File: config.mk
export PLATFORM = sky130hd
export DESIGN_NAME = uart_transmitter
export DESIGN_NICKNAME = d
export VERILOG_FILES = /design/src/rtl/uart_pkg.sv /design/src/rtl/baud_tick_detect.sv /design/src/rtl/uart_transmitter.sv
export SDC_FILE = /design/constraint.sdc
export NUM_CORES = 1
export LEC_CHECK = 0
export CAP_MARGIN = 20
export CORE_ASPECT_RATIO = 1.2
export CORE_MARGIN = 1.5
export CORE_UTILIZATION = 45
export CTS_CLUSTER_SIZE = 20
export DETAILED_ROUTE_END_ITERATION = 12
export PLACE_DENSITY_LB_ADDON = 0.2
export SYNTH_ARGS = -nofsm -noshare
export SYNTH_HDL_FRONTEND = slang
export SYNTH_HIERARCHICAL = 1
export SYNTH_SLANG_ARGS = --single-unit
export TNS_END_PERCENT = 10
File: constraint.sdc
create_clock -name CLK -period 2.5 [get_ports CLK]
set_input_delay 0.5 -clock CLK [delete_from_list [all_inputs] [get_ports CLK]]
set_output_delay 0.5 -clock CLK [all_outputs]
set_load 0.05 [all_outputs]
File: src/rtl/uart_pkg.sv
// Shared UART definitions: transmit FSM states, word-length encodings and
// the parity helper used by both the transmitter and the receiver.
package uart_pkg;

   typedef enum logic [2:0] {
      IDLE   = 3'd0,
      START  = 3'd1,
      DATA   = 3'd2,
      PARITY = 3'd3,
      STOP   = 3'd4
   } tx_state_t;

   localparam logic [1:0] WLS_5 = 2'b00;
   localparam logic [1:0] WLS_6 = 2'b01;
   localparam logic [1:0] WLS_7 = 2'b10;
   localparam logic [1:0] WLS_8 = 2'b11;

   localparam int OVERSAMPLE_DEFAULT = 16;

   // Index of the last data bit for a word length: 5 bits -> 4 ... 8 bits -> 7.
   function automatic logic [2:0] wls_last(input logic [1:0] wls);
      return {1'b1, wls};
   endfunction

   // XOR of the data bits that are actually sent for this word length.
   function automatic logic even_parity(input logic [7:0] data, input logic [1:0] wls);
      logic [7:0] mask;
      mask = 8'hFF >> {1'b0, ~wls};
      return ^(data & mask);
   endfunction

endpackage

File: src/rtl/baud_tick_detect.sv
// Synchronises the oversampled baud clock into CLK and emits a one-cycle
// TICK on each rising edge.
module baud_tick_detect (
   input  logic CLK,
   input  logic RST_N,
   input  logic BAUDOUT_CLK,
   output logic TICK
);

   logic sync1_q;
   logic sync2_q;
   logic prev_q;

   always_ff @(posedge CLK or negedge RST_N) begin
      if (!RST_N) begin
         sync1_q <= 1'b0;
         sync2_q <= 1'b0;
         prev_q  <= 1'b0;
      end else begin
         sync1_q <= BAUDOUT_CLK;
         sync2_q <= sync1_q;
         prev_q  <= sync2_q;
      end
   end

   assign TICK = sync2_q & ~prev_q;

endmodule

File: src/rtl/uart_transmitter.sv
// UART transmit stage: THR/TSR pair serialised as start, 5-8 data bits LSB
// first, optional parity and 1 or 2 stop bits, paced by the baud tick.
module uart_transmitter
   import uart_pkg::*;
#(
   parameter int OVERSAMPLE = OVERSAMPLE_DEFAULT
) (
   input  logic       CLK,
   input  logic       RST_N,
   input  logic       BAUDOUT_CLK,
   input  logic [7:0] TX_DATA,
   input  logic       TX_LOAD,
   input  logic [1:0] WLS,
   input  logic       STB,
   input  logic       PEN,
   input  logic       EPS,
   input  logic       SP,
   input  logic       BREAK,
   output logic       SOUT,
   output logic       THR_EMPTY,
   output logic       TSR_EMPTY,
   output logic [2:0] STATE_DBG
);

   localparam logic [3:0] TICK_LAST = 4'(OVERSAMPLE - 1);

   tx_state_t  state_q, state_d;
   logic [3:0] tick_cnt_q, tick_cnt_d;
   logic [2:0] bit_cnt_q, bit_cnt_d;
   logic       stop_cnt_q, stop_cnt_d;
   logic [7:0] tsr_q, tsr_d;
   logic [7:0] thr_q;
   logic       thr_full_q;
   logic [1:0] wls_q;
   logic       stb_q;
   logic       pen_q;
   logic       par_q;
   logic       par_d;
   logic       sout_q, sout_d;
   logic       tick;
   logic       bit_end;
   logic       xfer;

   baud_tick_detect u_tick (
      .CLK         (CLK),
      .RST_N       (RST_N),
      .BAUDOUT_CLK (BAUDOUT_CLK),
      .TICK        (tick)
   );

   assign bit_end = tick && (tick_cnt_q == TICK_LAST);

   // Stick parity wins; otherwise EPS selects even (XOR) or odd (inverted XOR).
   assign par_d = SP ? ~EPS : ~(even_parity(thr_q, WLS) ^ EPS);

   always_comb begin
      state_d    = state_q;
      tick_cnt_d = tick_cnt_q;
      bit_cnt_d  = bit_cnt_q;
      stop_cnt_d = stop_cnt_q;
      tsr_d      = tsr_q;
      xfer       = 1'b0;
      sout_d     = 1'b1;

      if (tick && state_q != IDLE) begin
         tick_cnt_d = bit_end ? 4'd0 : tick_cnt_q + 4'd1;
      end

      case (state_q)
         IDLE: begin
            if (tick && thr_full_q) xfer = 1'b1;
         end
         START: begin
            if (bit_end) begin
               state_d   = DATA;
               bit_cnt_d = 3'd0;
            end
         end
         DATA: begin
            if (bit_end) begin
               tsr_d = {1'b0, tsr_q[7:1]};
               if (bit_cnt_q == wls_last(wls_q)) begin
                  state_d    = pen_q ? PARITY : STOP;
                  stop_cnt_d = 1'b0;
               end else begin
                  bit_cnt_d = bit_cnt_q + 3'd1;
               end
            end
         end
         PARITY: begin
            if (bit_end) begin
               state_d    = STOP;
               stop_cnt_d = 1'b0;
            end
         end
         STOP: begin
            if (bit_end) begin
               if (stb_q && !stop_cnt_q) stop_cnt_d = 1'b1;
               else if (thr_full_q)      xfer       = 1'b1;
               else                      state_d    = IDLE;
            end
         end
         default: state_d = IDLE;
      endcase

      // A transfer from IDLE or from the last stop tick starts the next frame
      // directly, so back-to-back frames have no idle bit between them.
      if (xfer) begin
         state_d    = START;
         tick_cnt_d = 4'd0;
         tsr_d      = thr_q;
      end

      case (state_d)
         START:   sout_d = 1'b0;
         DATA:    sout_d = tsr_d[0];
         PARITY:  sout_d = par_q;
         default: sout_d = 1'b1;
      endcase
   end

   always_ff @(posedge CLK or negedge RST_N) begin
      if (!RST_N) begin
         state_q    <= IDLE;
         tick_cnt_q <= 4'd0;
         bit_cnt_q  <= 3'd0;
         stop_cnt_q <= 1'b0;
         tsr_q      <= 8'd0;
         sout_q     <= 1'b1;
      end else begin
         state_q    <= state_d;
         tick_cnt_q <= tick_cnt_d;
         bit_cnt_q  <= bit_cnt_d;
         stop_cnt_q <= stop_cnt_d;
         tsr_q      <= tsr_d;
         sout_q     <= sout_d;
      end
   end

   // A load coinciding with a transfer keeps the THR full with the new byte.
   always_ff @(posedge CLK or negedge RST_N) begin
      if (!RST_N) begin
         thr_q      <= 8'd0;
         thr_full_q <= 1'b0;
      end else if (TX_LOAD) begin
         thr_q      <= TX_DATA;
         thr_full_q <= 1'b1;
      end else if (xfer) begin
         thr_full_q <= 1'b0;
      end
   end

   always_ff @(posedge CLK or negedge RST_N) begin
      if (!RST_N) begin
         wls_q <= WLS_8;
         stb_q <= 1'b0;
         pen_q <= 1'b0;
         par_q <= 1'b0;
      end else if (xfer) begin
         wls_q <= WLS;
         stb_q <= STB;
         pen_q <= PEN;
         par_q <= par_d;
      end
   end

   assign SOUT      = sout_q & ~BREAK;
   assign THR_EMPTY = ~thr_full_q;
   assign TSR_EMPTY = (state_q == IDLE) & ~thr_full_q;
   assign STATE_DBG = state_q;

endmodule

==> flow_summary.json <==
{
  "outcome": "complete, no violations",
  "cts_tree": "done",
  "final_common_cell": "dfrtp_1",
  "max_stage_delay_ns": 0.87,
  "rsz0062_at_grt": "false",
  "cts_sinks": 37,
  "gr-usage-all-layers_pct": 19.5,
  "via_per_inst": 5.57,
  "multi_input_area_um2": 886,
  "ctsHoldBuffers": 0,
  "syn-num-nets": 188,
  "layout.nets": 217,
  "hold_path_class": "reg2reg",
  "antenna_found_initial": 0,
  "finalCriticalPeriod_ns": 2.19,
  "worst_pin_slew_ns": 0.506,
  "clk-insertion-delay-late_ns": 0.28,
  "grt_max_degree": 38,
  "drt-met1-wl_um": 1520,
  "htree_levels": 2,
  "dieWidth_um": 61.7,
  "max_freq_mhz": 457,
  "yosysUniqueCellTypes": 47,
  "maxSlewViolCount": 0,
  "netlist_instances": 167,
  "mostFrequentLayoutCells": "dfrtp_1, clkdlybuf4s50_1, nand2_1",
  "clock_path_buffers": 2,
  "crit_path_max_fanout": 10,
  "synth_warnings": 6,
  "fin_crit_sh_pct": 87.6,
  "met2_length_um": 1980,
  "setup_tns_ns": 0,
  "synthArstFlopShare_pct": 100,
  "antenna_left": 0,
  "highest_layer": "met4",
  "grt_pass1_vias": 1502,
  "vias": 1393,
  "start_util_pct": 47.3,
  "cts.clk_slew.worst_paths_ns": 0.07,
  "ys.flop_type": "dfrtp_1",
  "cts_buffers": 5,
  "wl_um": 3690,
  "die_h_um": 73.5,
  "rows": 25,
  "pwr_density_cell_mw_per_mm2": 823,
  "grt_pass1_wl_um": 6580,
  "crit_type": "reg2out",
  "power.leakage_nw": 0.979,
  "overflow": 0,
  "maxCapViolCount": 0,
  "finalHoldViolations": 0,
  "setup_viol": 0,
  "worst_setup_path_start_kind": "flop",
  "synth_seq_cells": 37,
  "worst_path_max_delay_cell": "clkdlybuf4s50_1",
  "area_growth_pct": 20.6,
  "drc": 0,
  "drive_gt1_share_pct": 17.9,
  "first_pass_iters": 4,
  "dieArea_mm2": 0.00454,
  "cts_setup_buffers": 0,
  "wl_met3_um": 131,
  "cp.required_ns": 2.00,
  "crit_arrival_ns": 1.69,
  "syn_avg_cell_area_um2": 11.2,
  "core_area_mm2": 0.00394,
  "seqCellArea_um2": 930,
  "place_hpwl_um": 2780,
  "yosysSeqAreaShare_pct": 49.9,
  "final_core_util_pct": 57.0,
  "mappedNetlistArea_mm2": 0.00186,
  "drt_iter0_markers": 108,
  "vdd_drop_max_v": 0.000494,
  "place_congestion": 0.833,
  "cp_top_family": "buffers and inverters",
  "wl_per_cell_um": 14.7,
  "path_buf_inv": 1,
  "path_cells": "clkdlybuf4s50_1",
  "fillers": 374,
  "io_buffers": 24,
  "antenna_cells": 0,
  "clock-skew-final_ns": 0.00587,
  "end_kind": "output port",
  "slew_headroom_pct": 66.2,
  "boundaryPins": 25,
  "ctsResizeCount": 0,
  "synth_edf_count": 0,
  "cts-root-buf": "clkbuf_8"
}
[metal layers]
metal,GRT usage [%],vias to the layer above
met2,33.9,30
li1,-,664
met5,0,-
met3,4.93,4
met4,6.15,0
met1,23.1,695
[path summary, 6_finish.rpt]
| check | endpoint | slack, ns | startpoint | cells past startpoint |
|---|---|---|---|---|
| max | STATE_DBG[0] | 0.31 | STATE_DBG[0]$_DFF_PN0_ | 1 |
| min | u_tick/sync2_q$_DFF_PN0_ | 0.36 | u_tick/sync1_q$_DFF_PN0_ | 0 |
| max reg2reg | sout_q$_DFF_PN1_ | 0.49 | tick_cnt_q[0]$_DFFE_PN0P_ | 6 |
| min reg2reg | u_tick/sync2_q$_DFF_PN0_ | 0.36 | u_tick/sync1_q$_DFF_PN0_ | 0 |
| max in group asynchronous | wls_q[1]$_DFFE_PN1P_ | 1.52 | RST_N | 2 |
| min in group asynchronous | stb_q$_DFFE_PN0P_ | 0.62 | RST_N | 2 |
[synth_stat cells, types with 4 or more instances]
| cell | count | area share, % |
|---|---|---|
| dfrtp_1 | 34 | 46 |
| a31oi_1 | 4 | 1.3 |
| nand2_1 | 19 | 3.8 |
| nand2b_1 | 4 | 1.3 |
| xnor2_1 | 4 | 1.9 |
| mux2_2 | 10 | 6.0 |
| a21oi_1 | 7 | 1.9 |
| nor2_1 | 8 | 1.6 |
| o21ai_0 | 6 | 1.6 |
| a22o_1 | 6 | 2.8 |
| a21o_1 | 7 | 2.8 |
[sequential cells by signal, summed over array words and instances, names as in the netlist, 2 cells and up]
register	count
thr_q	8
tsr_q	8
tick_cnt_q	4
STATE_DBG	3
bit_cnt_q	3
wls_q	2
[area by class of cell]
| cell class | count | area share (%) |
|---|---|---|
| sequential | 37 | 41.4 |
| multi-input combinational | 122 | 39.4 |
| timing repair buffer | 28 | 12.0 |
| clock buffer | 7 | 3.84 |
| tap | 54 | 3.01 |
| inverter | 2 | 0.334 |
[stage by stage]
step / setup slack [ns] / total power [mW] / instance area, µm² / hold WS, ns / std cells
final: 0.310 / 1.85 / 2250 / 0.364 / 250
after global routing: 0.223 / 1.98 / 2250 / 0.376 / 250
after CTS: 0.0710 / 1.86 / 2240 / 0.361 / 250
after detailed placement: 0.162 / 1.45 / 2160 / 0.345 / 243
after global placement: 0.293 / 1.41 / 2160 / 0.341 / 243
after floorplan: 0.252 / 1.28 / 1870 / 0.204 / 167
[logic make-up (layout without fill, tap and decap cells)]
family	count (synthesis)	count (layout)	synth area share (%)
compound gates	44	44	16.6
mux	12	12	7.19
xor+xnor	6	6	3.56
simple gates	58	58	18.5
fa+ha+maj	2	2	1.34
buf+inv	8	37	2.89
flops	37	37	49.9
[worst register-to-register path, delay by kind of cell, from the launching register on]
family | cells | cell delay (ns)
flip-flops | 1 | 0.43
multiplexers | 1 | 0.31
AND/OR/NAND/NOR | 2 | 0.69
adder cells (fa/ha/maj) | 1 | 0.24
AO/OA/AOI/OAI | 2 | 0.26
[where the power goes]
group | switching (mW) | internal, mW | leakage (nW)
clock network | 0.194 | 0.219 | 0.0443
registers | 0.143 | 0.785 | 0.449
logic | 0.262 | 0.246 | 0.485
total | 0.599 | 1.25 | 0.979
Note: power is estimated with default switching activity, not from simulation.
